File: src/rtl/io_dispatch.sv
// -----------------------------------------------------------------------------
// io_dispatch
// Host-to-core dispatcher. Accepts host words over a ready/next handshake and
// loads them block-by-block into CH channel buffers (ascending order, masked
// channels skipped), then starts all enabled channels and waits until every
// enabled channel has reported done. Fully registered outputs.
//
// Ports:
//   clk, reset_n          clock, async active-low reset
//   int_req, process      session request / run-without-load select (IDLE only)
//   ch_en[CH]             channel enable mask, captured at session start
//   data[DATA_W], ready, eob   host word, valid, last-of-block marker
//   next                  one-cycle accept pulse
//   out_data, out_addr    registered accepted word and its block index
//   out_we[CH]            one-hot channel buffer write strobe
//   start[CH]             per-channel run request (level)
//   done[CH]              per-channel completion pulse
//   busy, err             not-idle flag, sticky block-overflow flag
// -----------------------------------------------------------------------------
module io_dispatch #(
    parameter int CH     = 4,
    parameter int DATA_W = 32,
    parameter int CNT_W  = 8
) (
    input  logic              clk,
    input  logic              reset_n,
    input  logic              int_req,
    input  logic              process,
    input  logic [CH-1:0]     ch_en,
    input  logic [DATA_W-1:0] data,
    input  logic              ready,
    input  logic              eob,
    output logic              next,
    output logic [DATA_W-1:0] out_data,
    output logic [CNT_W-1:0]  out_addr,
    output logic [CH-1:0]     out_we,
    output logic [CH-1:0]     start,
    input  logic [CH-1:0]     done,
    output logic              busy,
    output logic              err
);

    localparam int PTR_W = (CH > 1) ? $clog2(CH) : 1;

    localparam logic [1:0] ST_IDLE = 2'd0;
    localparam logic [1:0] ST_LOAD = 2'd1;
    localparam logic [1:0] ST_RUN  = 2'd2;

    // Index of the lowest set bit of a mask (0 when the mask is empty).
    function automatic logic [PTR_W-1:0] f_lowest(input logic [CH-1:0] m);
        logic [PTR_W-1:0] idx;
        idx = {PTR_W{1'b0}};
        for (int c = CH - 1; c >= 0; c--) begin
            if (m[c]) idx = PTR_W'(c);
        end
        return idx;
    endfunction

    // Mask with every bit at or below the pointer cleared.
    function automatic logic [CH-1:0] f_above(input logic [CH-1:0] m, input logic [PTR_W-1:0] p);
        logic [CH-1:0] r;
        for (int c = 0; c < CH; c++) begin
            r[c] = m[c] && (c > int'(p));
        end
        return r;
    endfunction

    // One-hot decode of a channel pointer.
    function automatic logic [CH-1:0] f_onehot(input logic [PTR_W-1:0] p);
        logic [CH-1:0] r;
        for (int c = 0; c < CH; c++) begin
            r[c] = (p == PTR_W'(c));
        end
        return r;
    endfunction

    logic [1:0]        r_state;
    logic              r_next;
    logic [DATA_W-1:0] r_out_data;
    logic [CNT_W-1:0]  r_out_addr;
    logic [CH-1:0]     r_out_we;
    logic [CH-1:0]     r_start;
    logic              r_busy;
    logic              r_err;
    logic [CH-1:0]     r_en_q;
    logic [CH-1:0]     r_fin;
    logic [PTR_W-1:0]  r_ch_ptr;
    logic [CNT_W-1:0]  r_addr;
    // Set once the last address of the block has been written; any further
    // non-eob word for this channel is an overflow.
    logic              r_full;

    logic [1:0]        w_state_n;
    logic              w_next_n;
    logic [DATA_W-1:0] w_data_n;
    logic [CNT_W-1:0]  w_oaddr_n;
    logic [CH-1:0]     w_we_n;
    logic              w_err_n;
    logic [CH-1:0]     w_en_n;
    logic [CH-1:0]     w_fin_n;
    logic [PTR_W-1:0]  w_ptr_n;
    logic [CNT_W-1:0]  w_addr_n;
    logic              w_full_n;
    logic [CH-1:0]     w_above;

    assign w_above = f_above(r_en_q, r_ch_ptr);

    // Next-state and next-output computation for the dispatcher FSM.
    always_comb begin
        w_state_n = r_state;
        w_next_n  = 1'b0;
        w_data_n  = r_out_data;
        w_oaddr_n = r_out_addr;
        w_we_n    = {CH{1'b0}};
        w_err_n   = r_err;
        w_en_n    = r_en_q;
        w_fin_n   = r_fin;
        w_ptr_n   = r_ch_ptr;
        w_addr_n  = r_addr;
        w_full_n  = r_full;
        case (r_state)
            ST_IDLE: begin
                if (int_req && (ch_en != {CH{1'b0}})) begin
                    w_en_n   = ch_en;
                    w_fin_n  = {CH{1'b0}};
                    w_err_n  = 1'b0;
                    w_addr_n = {CNT_W{1'b0}};
                    w_full_n = 1'b0;
                    if (!process) begin
                        w_state_n = ST_LOAD;
                        w_ptr_n   = f_lowest(ch_en);
                    end else begin
                        w_state_n = ST_RUN;
                    end
                end else begin
                    w_state_n = ST_IDLE;
                end
            end
            ST_LOAD: begin
                // r_next blocks a second accept on the word just taken.
                if (ready && !r_next) begin
                    w_next_n  = 1'b1;
                    w_data_n  = data;
                    w_oaddr_n = r_addr;
                    if (r_full) begin
                        w_we_n = {CH{1'b0}};
                    end else begin
                        w_we_n = f_onehot(r_ch_ptr);
                    end
                    if (eob) begin
                        w_addr_n = {CNT_W{1'b0}};
                        w_full_n = 1'b0;
                        if (w_above != {CH{1'b0}}) begin
                            w_ptr_n = f_lowest(w_above);
                        end else begin
                            w_state_n = ST_RUN;
                        end
                    end else if (r_full) begin
                        w_err_n = 1'b1;
                    end else if (r_addr == {CNT_W{1'b1}}) begin
                        w_full_n = 1'b1;
                    end else begin
                        w_addr_n = r_addr + CNT_W'(1'b1);
                    end
                end else begin
                    w_next_n = 1'b0;
                end
            end
            ST_RUN: begin
                w_fin_n = r_fin | (done & r_en_q);
                if (w_fin_n == r_en_q) begin
                    w_state_n = ST_IDLE;
                end else begin
                    w_state_n = ST_RUN;
                end
            end
            default: begin
                w_state_n = ST_IDLE;
            end
        endcase
    end

    // State and output registers; start/busy are registered from next-state
    // values so they line up with the state they describe.
    always_ff @(posedge clk or negedge reset_n) begin
        if (!reset_n) begin
            r_state    <= ST_IDLE;
            r_next     <= 1'b0;
            r_out_data <= {DATA_W{1'b0}};
            r_out_addr <= {CNT_W{1'b0}};
            r_out_we   <= {CH{1'b0}};
            r_start    <= {CH{1'b0}};
            r_busy     <= 1'b0;
            r_err      <= 1'b0;
            r_en_q     <= {CH{1'b0}};
            r_fin      <= {CH{1'b0}};
            r_ch_ptr   <= {PTR_W{1'b0}};
            r_addr     <= {CNT_W{1'b0}};
            r_full     <= 1'b0;
        end else begin
            r_state    <= w_state_n;
            r_next     <= w_next_n;
            r_out_data <= w_data_n;
            r_out_addr <= w_oaddr_n;
            r_out_we   <= w_we_n;
            r_start    <= w_en_n & ~w_fin_n & {CH{(w_state_n == ST_RUN)}};
            r_busy     <= (w_state_n != ST_IDLE);
            r_err      <= w_err_n;
            r_en_q     <= w_en_n;
            r_fin      <= w_fin_n;
            r_ch_ptr   <= w_ptr_n;
            r_addr     <= w_addr_n;
            r_full     <= w_full_n;
        end
    end

    assign next     = r_next;
    assign out_data = r_out_data;
    assign out_addr = r_out_addr;
    assign out_we   = r_out_we;
    assign start    = r_start;
    assign busy     = r_busy;
    assign err      = r_err;

endmodule

File: config.mk
export PLATFORM = sky130hd
export DESIGN_NAME = io_dispatch
export DESIGN_NICKNAME = d
export VERILOG_FILES = /design/src/rtl/io_dispatch.sv
export SDC_FILE = /design/constraint.sdc
export NUM_CORES = 1
export LEC_CHECK = 0
export ABC_AREA = 1
export BUFFER_PORTS_ARGS = -buffer_cell sky130_fd_sc_hd__buf_4
export CORE_MARGIN = 5
export CORE_UTILIZATION = 50
export CTS_CLUSTER_SIZE = 28
export DETAILED_ROUTE_END_ITERATION = 8
export GPL_TIMING_DRIVEN = 1
export PLACE_DENSITY_LB_ADDON = 0.2
export SLEW_MARGIN = 15
export SYNTH_ARGS = -nofsm -noshare
export SYNTH_HDL_FRONTEND = slang
export SYNTH_SLANG_ARGS = --single-unit
File: constraint.sdc
create_clock -name clk -period 2.1 [get_ports clk]
set_clock_uncertainty 0.1 [all_clocks]
set_input_delay 0.42 -clock clk [delete_from_list [all_inputs] [get_ports clk]]
set_output_delay 0.42 -clock clk [all_outputs]
set_load 0.01 [all_outputs]
Yosys cells after proc, flatten, opt, wreduce, memory -nomap -nowiden
Cells that the tools add are included. Widths: inputs -> output; s select.

Bits in registers: 72. Logic and storage cells: 101.

Add/sub/neg operators: 1. $lt $le $gt $ge: 3. Eq/ne operators: 17. Mux-type cells: 45. Bitwise logic cells: 5. Reductions and logical operators: 17.

Operator list (number): $mux 8 (5); $mux 2 (18); $mux 4 (6); $pmux 8 s2 (1); $ne 2x2->1 const B (7); $and 4x4->4 (3); $mux 1 (10); $reduce_and 5->1 (2); $add 8x1->8 const B (1); $eq 2x2->1 const B (4); $eq 8x8->1 const B (1); $pmux 4 s2 (1); $reduce_bool 4->1 (2); $ne 3x3->1 const B (2); $pmux 2 s3 (1); $reduce_and 6->1 (1); $logic_and 1x1->1 (5); $eq 2x1->1 const B (2); $eq 4x4->1 (1); $gt 2x2->1 const A (2); $logic_not 2->1 (2); $not 4->4 (1); $or 4x4->4 (1); $pmux 1 s2 (2); other kinds (6) (7).

Longest topological paths before layout
Depth after elaboration: 9. Mapped depth: 10. Depth with buffers taken out: 10.

Least setup slack after synthesis
No wires, ideal clock.

Path kind: reg-to-reg. Start: register r_addr[0]. End: register r_addr[6]. Library setup time: 118 ps. Data arrival time: 1245 ps. Data required time: 1882 ps. Path slack: 637 ps. Stages on the path, launching flop included: 11. Cell sequence: dfrtp_1 > ha_1 > nand2_1 > inv_1 > nand4_1 > nand2_1 > nand2_2 > nand2_4 > buf_12 > nand2_2 > o21ai_2.

Longest elaborated chain between the ends: 6. Elaborated cells on any way between the ends: 9.

RTL lines: start, declared (line 88) `logic [CNT_W-1:0] r_addr;`; start signal, assigned (line 198) `r_addr <= {CNT_W{1'b0}};`; start signal, assigned (line 212) `r_addr <= w_addr_n;`; $add 8x1->8 (line 163) `w_addr_n = r_addr + CNT_W'(1'b1);`; $mux 8 (line 160) `end else if (r_addr == {CNT_W{1'b1}}) begin`; $mux 8 (line 158) `end else if (r_full) begin`; $mux 8 (line 150) `if (eob) begin`; $mux 8 (line 141) `if (ready && !r_next) begin`; $pmux 8 s2 (line 121) `case (r_state)`.

Several ways; a longest one is shown, not always the timed one. The select of a mux whose other input is x is not followed. A chain may end at the register's enable or synchronous reset.

Worst setup path after layout
Start: register r_state[0]. End: register r_out_data[2], in the netlist out_data[2].

Longest elaborated chain between the ends: 2.

RTL lines: start, declared (line 77) `logic [1:0] r_state;`; start signal, assigned (line 201) `r_state <= w_state_n;`; $eq 2x1->1 (line 121); $reduce_and 2->1 (no source line); end signal, assigned (line 189) `r_out_data <= {DATA_W{1'b0}};`; end signal, assigned (line 203) `r_out_data <= w_data_n;`; end, declared (line 79) `logic [DATA_W-1:0] r_out_data;`.

No other way between the ends.

==> results.yml <==
timing:
  setup-violations-final: 0
  fin_tns_setup_ns: 0
  rsz0062_at_grt: "false"
  hold_violations: 0
  layout_min_cycle_time_ns: 1.783
  holdWs_ns: 0.1665
  setup_slack_ns: 0.3172
  fin_crit_sh_pct: 84.89
  slew-limit-headroom_pct: 67.15
  drv_slew: 0
  clock.fmax_mhz: 560.9
  worst-slew-pin-transition_ns: 0.4927
synthesis:
  syn_nets: 443
  yosysSeqAreaShare_pct: 54.92
  synthFlopType: "dfrtp_1"
  syn_area_per_cell_um2: 8.284
  synth_top_cell_by_area: "dfrtp_1"
  ys_ff_latch: 72
  synth_edf_count: 0
  synth_cells: 396
  yosys-top-cells-count: "166 x nand2_1, 72 x dfrtp_1, 38 x inv_1"
  async_flop_share_pct: 100.0
  synthDistinctLibCells: 28
  synth_area_mm2: 0.003281
  yosysMostFrequentCell: "nand2_1"
  synth_area_leaders: "dfrtp_1 55%, nand2_1 19%, inv_1 4.3%, nor2_1 3.5%, nand3_1 2.7%"
  ys_warn_count: 0
  synth_top_area_share_pct: 54.92
cts:
  cts_resized: 0
  clockBufferDepth: 2
  clkLatencyLatePin_ns: 0.34
  cts_buffers: 9
  cts_tree: "yes"
  cts_sinks: 72
  h-tree-depth: 3
  post-cts-setup-buffers: 0
  cts.clk_slew.worst_paths_ns: 0.08
  cts_root_buffer: "clkbuf_8"
outcome:
  run_status: "finished clean"
final_layout:
  utilization_pct: 67.43
  area_delta_synth_final_pct: 30.51
  final_layout_size_suffix_gt1_share_pct: 27.49
  antenna_cells: 0
  nets: 544
  fin_area_mm2: 0.004282
drt:
  ant_nets: 0
  dr.pass1.iters: 4
  num_vias: 2844
  vias_per_cell: 4.912
  drc_errors: 0
  wl_per_cell_um: 12.94
  drtIter0Drc: 132
  drt-total-wl_mm: 7.491
global_route:
  grt.total_usage_pct: 18.86
  gr-total-overflow: 0
  grt_max_degree: 38
  antenna_found_initial: 0
  grt_pass1_vias: 2877
  grt_pass1_wl_mm: 12.92
setup_path:
  critPathLaunchType: "flip-flop"
  critPathMaxStageDelay_ns: 0.61
  slowest_stage: "dfrtp_1"
  setup.worst_path.end_class: "flip-flop"
  cpMostUsedCell: "nand2_1"
  worst-setup-path-type: "flip-flop to flip-flop"
  worstPathRequired_ns: 2.28
  cp_max_fo: 35
  worstPathArrival_ns: 1.96
  path_cells: "nand2_4 > inv_4 > nand2_8 > inv_2 > buf_12 > nand2_1 > nand2_1"
pwr:
  p_leak_uw: 0.002360
  ir_drop_v: 0.0007996
  power_density_mw_per_mm2: 1204
floorplan:
  die_y_um: 91
  fp.dieW_um: 91
  start_util_pct: 51.67
  core-area_mm2: 0.006350
  die_area_mm2: 0.008281
  io_pins: 97
  row_count: 29
placement:
  dp.final_hpwl_mm: 5.497
  io_buffers: 96
  dpl_cell_area_mm2: 0.004074
  pre_cts_slack_ns: 0.3402
  place_congestion: 0.8490
job:
  drv_cap: 0
worst_hold_path:
  min_path_type: "input port to flip-flop"
==> cells by family after synthesis <==
kind of cell	count (synthesis)	synth area share, %
adders and majority gates	1	0.3813
AOI/OAI and AO/OA	32	5.873
DFF	72	54.92
and+or+nand+nor	240	31.88
buffers and inverters	51	6.942
==> registers in the layout (all words and copies together), names as in the netlist <==
register,count
r_full,1
r_fin,4
out_we,4
err,1
r_en_q,4
r_addr,8
next,1
out_addr,8
busy,1
start,4
r_ch_ptr,2
out_data,32
r_state,2
==> path summary, 6_finish.rpt <==
path                            cells past startpoint        start      endpoint  slack, ns
worst max-delay path                                7   r_state[0]   out_data[2]       0.32
worst min-delay path                                3     data[21]  out_data[21]       0.17
max in group asynchronous                           3      reset_n  out_data[30]       0.85
worst min register to register                      2  out_addr[2]   out_addr[2]       0.38
min in group asynchronous                           2      reset_n  out_data[11]       0.49
worst max register to register                      7   r_state[0]   out_data[2]       0.32
==> placed cells by master (no fill, tap or decap), drive strengths merged <==
cell	instances
dlygate4sd3	1
nor3	2
ha	1
nand2	174
o21ai	26
o22ai	1
nor2	35
dfrtp	72
a21oi	1
bufinv	1
nor4	3
buf	99
clkinvlp	1
nand3	20
a31oi	4
inv	41
nand4	6
clkbuf	11
clkinv	3
==> critical path, delay by kind of cell (launching register included) <==
family,cells,cell delay (ns)
buffers and inverters,3,0.56
flip-flops,1,0.61
AND/OR/NAND/NOR,4,0.44
==> stage by stage <==
| stage | total power (uW) | instances |
|---|---|---|
| detailed placement | 4101 | 562 |
| global route | 5559 | 579 |
| floorplan | 3242 | 396 |
| CTS | 5201 | 579 |
| finish | 5155 | 579 |
| global placement | 4053 | 562 |
==> what timing repair did <==
item                                    CTS  global route
hold buffers                              1             0
endpoints found under the setup margin    0             0
endpoints found under the hold margin    36             0
==> power by group <==
group          internal (uW)  total, uW  switching [uW]  leakage (uW)
Combinational            855       1890            1040       0.00133
Sequential              1850       2180             333      0.000932
Clock                    579       1080             503     0.0000993
==> layout make-up <==
| type | instances | area [um^2] |
|---|---|---|
| repair buffers | 100 | 778.2 |
| clock buffers | 11 | 141.4 |
| fillers | 538 | 2068 |
| inverters | 41 | 156.4 |
| flip-flops and latches | 72 | 1802 |
| well taps | 77 | 96.34 |
| clock inverters | 5 | 56.30 |
| multi-input cells | 273 | 1251 |
==> layer usage <==
metal  track usage [%]  vias to the layer above  part of all wire (%)
met1             24.20                     1307                    46
met5                 0                        -                     0
met4             7.946                        0                   1.1
met3             6.116                        6                   9.1
met2             29.45                      103                    44
li1                  -                     1428                     -
No activity file was read; power rests on OpenSTA's default activity.
